==> src/rtl/frv_asi_issue.sv <==
// ASI issue/retire stage: operand hold, result capture, AES flush strobes.
// Define FRV_ASI_ISSUE_STALL_CNT_EN to build the ASI busy-stall counter.
module frv_asi_issue #(
   parameter int UOPW = 7
) (
   input  logic            g_clk,
   input  logic            g_resetn,
   input  logic            s_valid,
   output logic            s_ready,
   input  logic [UOPW-1:0] s_uop,
   input  logic [31:0]     s_rs1,
   input  logic [31:0]     s_rs2,
   input  logic [1:0]      s_shamt,
   input  logic [4:0]      s_rd,
   input  logic            kill,
   input  logic            flush_req,
   input  logic [1:0]      flush_sel,
   input  logic [31:0]     flush_data,
   output logic            flush_ack,
   output logic            asi_valid,
   input  logic            asi_ready,
   output logic [UOPW-1:0] asi_uop,
   output logic [31:0]     asi_rs1,
   output logic [31:0]     asi_rs2,
   output logic [1:0]      asi_shamt,
   input  logic [31:0]     asi_result,
   output logic            asi_flush_aessub,
   output logic            asi_flush_aesmix,
   output logic [31:0]     asi_flush_data,
   output logic            m_valid,
   input  logic            m_ready,
   output logic [4:0]      m_rd,
   output logic [31:0]     m_result,
   output logic [15:0]     stall_count,
   input  logic            stall_clr
);

   typedef enum logic [1:0] {
      IDLE,
      EXEC,
      HOLD,
      FLUSH
   } state_t;

   state_t     state;
   logic [1:0] fsel_q;
   logic [4:0] rd_q;
   logic       accept;

   assign asi_valid        = (state == EXEC);
   assign m_valid          = (state == HOLD);
   assign flush_ack        = (state == FLUSH);
   assign asi_flush_aessub = flush_ack & fsel_q[0];
   assign asi_flush_aesmix = flush_ack & fsel_q[1];

   always_comb begin
      s_ready = 1'b0;
      case (state)
         IDLE:    s_ready = !flush_req && !kill;
         HOLD:    s_ready = m_ready && !kill;
         default: s_ready = 1'b0;
      endcase
   end

   assign accept = s_valid && s_ready;

   always_ff @(posedge g_clk or negedge g_resetn) begin
      if (!g_resetn) begin
         state          <= IDLE;
         fsel_q         <= '0;
         rd_q           <= '0;
         asi_uop        <= '0;
         asi_rs1        <= '0;
         asi_rs2        <= '0;
         asi_shamt      <= '0;
         asi_flush_data <= '0;
         m_rd           <= '0;
         m_result       <= '0;
      end else begin
         case (state)
            IDLE: begin
               if (kill) begin
                  state <= IDLE;
               end else if (flush_req) begin
                  fsel_q         <= flush_sel;
                  asi_flush_data <= flush_data;
                  state          <= FLUSH;
               end else if (accept) begin
                  state <= EXEC;
               end
            end
            EXEC: begin
               // a result arriving with kill is dropped
               if (kill) begin
                  state <= IDLE;
               end else if (asi_ready) begin
                  m_result <= asi_result;
                  m_rd     <= rd_q;
                  state    <= HOLD;
               end
            end
            HOLD: begin
               if (kill) begin
                  state <= IDLE;
               end else if (m_ready) begin
                  state <= accept ? EXEC : IDLE;
               end
            end
            FLUSH: state <= IDLE;
            default: state <= IDLE;
         endcase
         if (accept) begin
            asi_uop   <= s_uop;
            asi_rs1   <= s_rs1;
            asi_rs2   <= s_rs2;
            asi_shamt <= s_shamt;
            rd_q      <= s_rd;
         end
      end
   end

`ifdef FRV_ASI_ISSUE_STALL_CNT_EN
   logic [15:0] stall_q;

   always_ff @(posedge g_clk or negedge g_resetn) begin
      if (!g_resetn) begin
         stall_q <= '0;
      end else if (stall_clr) begin
         stall_q <= '0;
      end else if (asi_valid && !asi_ready && stall_q != 16'hFFFF) begin
         stall_q <= stall_q + 16'd1;
      end
   end

   assign stall_count = stall_q;
`else
   logic unused_stall_clr;

   assign unused_stall_clr = stall_clr;
   assign stall_count      = '0;
`endif

endmodule
==> config.mk <==
export PLATFORM = sky130hd
export DESIGN_NAME = frv_asi_issue
export DESIGN_NICKNAME = d
export VERILOG_FILES = /design/src/rtl/frv_asi_issue.sv
export SDC_FILE = /design/constraint.sdc
export NUM_CORES = 1
export LEC_CHECK = 0
export ABC_CLOCK_PERIOD_IN_PS = 5000
export BUFFER_PORTS_ARGS = -buffer_cell sky130_fd_sc_hd__buf_2
export CORE_ASPECT_RATIO = 0.8
export CORE_MARGIN = 4
export CORE_UTILIZATION = 26
export DETAILED_ROUTE_END_ITERATION = 7
export SYNTH_ARGS = -nofsm -noshare
export SYNTH_HDL_FRONTEND = slang
export SYNTH_SLANG_ARGS = --single-unit
export TNS_END_PERCENT = 100
==> constraint.sdc <==
create_clock -name g_clk -period 5 [get_ports g_clk]
set_input_delay 0.75 -clock g_clk [delete_from_list [all_inputs] [get_ports g_clk]]
set_output_delay 0.75 -clock g_clk [all_outputs]
set_load 0.005 [all_outputs]
; Word level (Yosys, flattened, before mapping)
; Index checks and enable logic that the tools add are counted.
[classes]
mux = 10
n_reduce_logical = 9
bitwise_logic = 3
n_eq_ne = 6
[ops]
columns = operator, n
row1 = 2-bit two-way mux, 7
row2 = 3-bit AND reduction, 3
row3 = 2-bit one-hot mux with 4 select lines, 1
row4 = 3-bit by 2-bit != test with 1-bit output (second input constant), 2
row5 = 2-bit == test (second input constant), 2
row6 = 4-bit != test (second input constant), 1
row7 = 1-bit logical AND, 3
row8 = 1-bit AND, 2
row9 = 2-bit by 1-bit == test with 1-bit output (second input constant), 1
row10 = 1-bit logical NOT, 2
row11 = 2-bit logical NOT, 1
row12 = 1-bit one-hot mux with 2 select lines, 1
row13 = 1-bit two-way mux, 1
row14 = 1-bit NOT, 1
[totals]
out_inout_bits = 164
input_bits = 152
register_bits = 151

; Depth between registers and ports, before layout
; Gate-level depths: netlist (run 1).
[logic_depth]
depth_word = 8
ltp_mapped = 6
mapped_depth_nobuf = 3

; Least setup slack after synthesis (run 1)
; Ideal clock, no wire load.
[synth_path]
kind = input-to-reg
start = input m_ready
end = register asi_rs2[10]
cell_stages = 5
setup_ns = 0.127
path_buffers = 2
required_time_ns = 4.873
arrival_time_ns = 1.755
setup_slack_ns = 3.118
path_cell_list = nand2b_1 nand4_1 buf_2 buf_6 mux2_1
[synth_via]
elab_chain_len = 3
[synth_lines]
columns = element, line_no
row1 = start: declaration, 31  ; input logic m_ready,
row2 = 1-bit logical AND, 60  ; HOLD: s_ready = m_ready && !kill;
row3 = 1-bit one-hot mux with 2 select lines, 58  ; case (state)
row4 = 1-bit logical AND, 65  ; assign accept = s_valid && s_ready;
row5 = end signal: assignment, 115  ; asi_rs2 <= s_rs2;
row6 = end: declaration, 24  ; output logic [31:0] asi_rs2,
; Every way passes these cells.
; A chain may end at the register's enable or synchronous reset.

; Final worst setup path (run 1)
[layout_path]
start = register state[1]
end = output s_ready
[layout_via]
elab_chain_len = 2
elab_cells_between_ends = 3
cone_classes = eq/ne: 1 / mux: 1 / reduce/logical: 1
[layout_lines]
columns = element, line_no
row1 = start: declaration, 45  ; state_t state;
row2 = start signal: assignment, 106  ; state <= accept ? EXEC : IDLE;
row3 = 2-bit == test or 2-bit logical NOT (tied branches), 58
row4 = 1-bit one-hot mux with 2 select lines *, 58
row5 = end: declaration, 9  ; output logic s_ready,
; Mark *: on every way between the ends. The rest lies on a longest branch, timed or not.

==> results.cfg, run 1 <==
[status]
outcome = finished, final reports clean

[cts]
cts_resized = 0
insertion_delay_ns = 0.42
cts_buffers = 17
cts_hold_buffers = 0
cts_buffer_depth = 2
post_cts_buffers = 0
cts_tree = done
root_buffer = clkbuf_16
cts-htree-levels = 4
clkSinkCount = 151
clk_pin_slew_ns = 0.07

[power]
p_per_area_mw_per_mm2 = 485.7
peakVddDrop_mv = 0.2127
leakage_nw = 4.000
total_power_mw = 3.942

[timing]
timing.final.crit_share_pct = 43.84
slew_viol_final = 0
tightest_slew_ns = 0.8682
tns_ns = 0
hold_viol_final = 0
fmax_ghz = 0.4562
finalCriticalPeriod_ns = 2.192
relSlewSlack_pct = 42.12
setup_viol = 0
rsz0062_at_grt = no
setup_ws_ns = 2.808
fin_worst_hold_slack_ns = 0.4206
fin_skew_ns = 0.01353

[global_route]
grt_pass1_vias = 4119
grt_start_max_net_pins = 91
antenna_found_initial = 0
grt_overflow = 0
grt_pass1_wl_um = 22130
grt_util_all_layers_pct = 11.17

[routing]
wl_um = 13920
drc_errors = 0
vias = 3920
dr.first_iter.drc_count = 90
post_drt_wl_per_cell_um = 14.34
drt-vias-per-instance = 4.037
ant_nets = 0
firstDrtPassIters = 4

[min_path]
hp-class = in -> async

[placement]
io_buffers = 298
pre_cts_slack_ns = 2.676
detailed_place_hpwl_um = 10300
dpl-instance-area_sq_mm = 0.007560
place.gp.congestion = 0.7229

[final_layout]
nNetsFinal = 810
final_area_sq_mm = 0.008117
nFillCells = 2145
final_common_cell = buf_2
area_delta_synth_final_pct = 39.75
mostFrequentLayoutCells = buf_2 (297), dfrtp_1 (151), mux2_2 (129)
n_antenna_cell = 0
drive_gt1_share_pct = 69.15

[die]
dieArea_sq_mm = 0.02481
die_h_um = 141.7
core_sq_mm = 0.02174
start_util_pct = 26.72
rows = 48
ioPinCount = 316
die_w_um = 175.1

[setup_path]
r2r-start = state[0]
reg2regPathDepth = 3
crit_cells = 3
crit_chain = nand2b_2, and3_1, buf_2
critPathTopFamily = flip-flops
r2r_end = m_rd[2]
critPathMaxFanout = 9
r2r_setup_slack_ns = 2.87
max_stage_delay_ns = 0.46
arrival_ns = 1.44
cp.buffers_inverters = 1
crit_path_start = state[1]
slowest_stage = dfrtp_1
cp_data_required_time_ns = 4.25
critical_path_class = reg -> out
start_kind = register
cp-end-kind = primary output

[yosys]
synth_area_sq_mm = 0.005808
ys_warn_count = 0
yosysTopAreaCell = dfrtp_1
avgSynthCellArea_sq_um = 16.45
ys_ff_latch = 151
synthDistinctLibCells = 20
yosysSeqAreaShare_pct = 65.06
yosys-top-cells-area = dfrtp_1 (65%), mux2_2 (25%), mux2_1 (3.9%)
synth_cells = 353
yosysTopAreaCellShare_pct = 65.06

[flow_run]
cap_viol_max_count = 0
[stage by stage]
step | std cells | utilization, %
3_5_place_dp | 939 | 34.77
2_1_floorplan | 368 | -
4_1_cts | 971 | 37.33
6_report | 971 | 37.33
5_1_grt | 971 | 37.33
3_3_place_gp | 939 | 34.77
[logic make-up after synthesis]
group                  Yosys count  synth area share [%]
buffers and inverters           32                 3.834
other                            1               0.06457
multiplexers                   149                 28.89
AO/OA/AOI/OAI                    5                0.4740
AND/OR/NAND/NOR                 15                 1.681
flip-flops                     151                 65.06
[cells in the mapped netlist]
cell,instances
nand4_1,1
buf_4,20
and3b_1,2
nor2_1,2
a21o_1,1
nor3_2,1
nor2b_1,2
and2_1,1
buf_2,10
dfrtp_1,151
mux2_1,20
buf_6,2
conb_1,1
a21oi_1,2
and3_1,3
nand2b_2,1
mux2_2,129
o21ai_0,2
nand2_1,1
nand2b_1,1
[final cells by class]
class                   count  area, sq um  area share (%)
clock buffers              20        436.7           5.380
clock inverters            12        120.1           1.480
multi-input cells         185         1871           23.05
flip-flops and latches    151         3779           46.55
well taps                 300        375.4           4.625
repair buffers            303         1535           18.91
[worst max path at each step]
| stage | endpoint | slack [ns] |
|---|---|---|
| floorplan | asi_rs2[10] | 3.12 |
| global placement | m_result[2] | 2.68 |
| detailed placement | m_rd[2] | 2.68 |
| CTS | s_ready | 2.79 |
| global route | m_result[21] | 2.69 |
| finish | s_ready | 2.81 |
[metal layers]
layer / global-route usage, % / share of wire [%]
met5: 0 / 0
met4: 3.554 / 1.6
met3: 4.795 / 9.1
met2: 18.43 / 48
met1: 13.26 / 41
[registers in the layout, indices dropped and copies added (netlist names)]
register / cells
state: 2
asi_rs2: 32
asi_flush_data: 32
fsel_q: 2
asi_shamt: 2
rd_q: 5
asi_rs1: 32
m_rd: 5
asi_uop: 7
m_result: 32
[power by group]
group	internal (mW)	leakage [nW]	switching [mW]
Sequential	1.61	1.80	0.176
Clock	0.693	0.254	0.523
Combinational	0.572	1.95	0.371
Total	2.87	4.00	1.07
(Power assumes the default switching activity.)
==> inputs of run 2 (changes only) <==
--- a/config.mk
+++ b/config.mk
@@ -5,7 +5,7 @@
 export SDC_FILE = /design/constraint.sdc
 export NUM_CORES = 1
 export LEC_CHECK = 0
-export ABC_CLOCK_PERIOD_IN_PS = 5000
+export ABC_CLOCK_PERIOD_IN_PS = 1900
 export BUFFER_PORTS_ARGS = -buffer_cell sky130_fd_sc_hd__buf_2
 export CORE_ASPECT_RATIO = 0.8
 export CORE_MARGIN = 4
==> constraint.sdc (replaced) <==
create_clock -name g_clk -period 1.9 [get_ports g_clk]
set_input_delay 0.285 -clock g_clk [delete_from_list [all_inputs] [get_ports g_clk]]
set_output_delay 0.285 -clock g_clk [all_outputs]
set_load 0.005 [all_outputs]
==> run 2 against run 1 <==
- setup slack got worse by 2.7 ns
- first-iteration DRC count increased by 22%
- sequential share of layout area shrank 1.0 points
- routed wire length rose by 2.2%
- critical path type is now reg -> reg
==> results.cfg, run 2 (synthesized netlist as in run 1, its figures left out) <==
[setup_path]
crit_cells = 4
r2r_end = asi_rs2[3]
cp.buffers_inverters = 1
critical_path_class = reg -> reg
cp_data_required_time_ns = 2.20
crit_chain = nand2b_2, nand4_1, buf_12, mux2_2
slowest_stage = dfrtp_1
critPathTopFamily = simple AND/OR/NAND/NOR gates
critPathCapture = asi_rs2[3]
cp-end-kind = register
max_stage_delay_ns = 0.45
reg2regPathDepth = 4
arrival_ns = 2.06
start_kind = register
crit_path_start = state[1]
r2r_setup_slack_ns = 0.14
r2r-start = state[1]
critPathMaxFanout = 46

[cts]
root_buffer = clkbuf_16
clkSinkCount = 151
cts_hold_buffers = 1
cts_tree = done
post_cts_buffers = 0
insertion_delay_ns = 0.42
cts_buffers = 17
cts_buffer_depth = 2
clk_pin_slew_ns = 0.06
cts-htree-levels = 4
cts_resized = 0

[routing]
drt-vias-per-instance = 4.018
vias = 3926
firstDrtPassIters = 4
dr.first_iter.drc_count = 110
wl_um = 14230
drc_errors = 0
post_drt_wl_per_cell_um = 14.56
ant_nets = 0

[global_route]
grt_overflow = 0
grt_pass1_wl_um = 22710
grt_start_max_net_pins = 47
grt_pass1_vias = 4230
grt_util_all_layers_pct = 11.47
antenna_found_initial = 1

[die]
rows = 48
dieArea_sq_mm = 0.02481
core_sq_mm = 0.02174
start_util_pct = 26.72
ioPinCount = 316
die_h_um = 141.7
die_w_um = 175.1

[final_layout]
finalCoreUtilization_pct = 38.19
area_delta_synth_final_pct = 42.96
nNetsFinal = 816
mostFrequentLayoutCells = buf_2 (297), dfrtp_1 (151), mux2_2 (129)
final_area_sq_mm = 0.008303
final_common_cell = buf_2
fin_cells = 977
drive_gt1_share_pct = 69.67
nFillCells = 2146

[power]
leakage_nw = 4.096
total_power_mw = 10.77
p_per_area_mw_per_mm2 = 1297
peakVddDrop_mv = 0.5084

[min_path]
hp-class = in -> reg

[timing]
fin_worst_hold_slack_ns = 0.08282
fin_skew_ns = 0.008399
slew_viol_final = 0
rsz0062_at_grt = no
finalCriticalPeriod_ns = 1.763
timing.final.crit_share_pct = 92.78
hold_viol_final = 0
tns_ns = 0
setup_ws_ns = 0.1372
setup_viol = 0
fmax_ghz = 0.5673

[placement]
pre_cts_slack_ns = 0.1363
dpl-instance-area_sq_mm = 0.007672
io_buffers = 298
detailed_place_hpwl_um = 10560
dp.cells = 944
place.gp.congestion = 0.7325

[flow_run]
cap_viol_max_count = 0

[status]
outcome = finished, final reports clean
## run 2: layer usage
metal	routed length (um)	GRT usage, %	vias up
li1	-	-	1827
met1	5813	13.88	1917
met2	6910	18.83	174
met3	1359	5.088	8
met4	142	2.975	0
met5	0	0	-
## run 2: power breakdown
group	switching [mW]	total [mW]	internal [mW]
Clock	1.39	3.55	2.16
Combinational	0.987	2.52	1.53
Sequential	0.471	4.70	4.23
Total	2.85	10.8	7.92
## run 2: cell type report
type	count	area (sq um)	area share [%]
sequential	151	3779	45.51
clock inverter	12	165.2	1.989
clock buffer	19	452.9	5.455
multi-input combinational	185	1871	22.53
tap	300	375.4	4.521
antenna	1	2.502	0.03014
timing repair buffer	309	1658	19.97
## run 2: how the worst min path moves through the flow
stage,from,endpoint,cells after the start
2_1_floorplan,g_resetn,asi_flush_data[0],0
3_3_place_gp,g_resetn,asi_flush_data[13],1
3_5_place_dp,g_resetn,asi_flush_data[13],1
4_1_cts,s_rs2[25],asi_rs2[25],2
5_1_grt,s_rs2[17],asi_rs2[17],2
6_report,s_rs2[25],asi_rs2[25],2
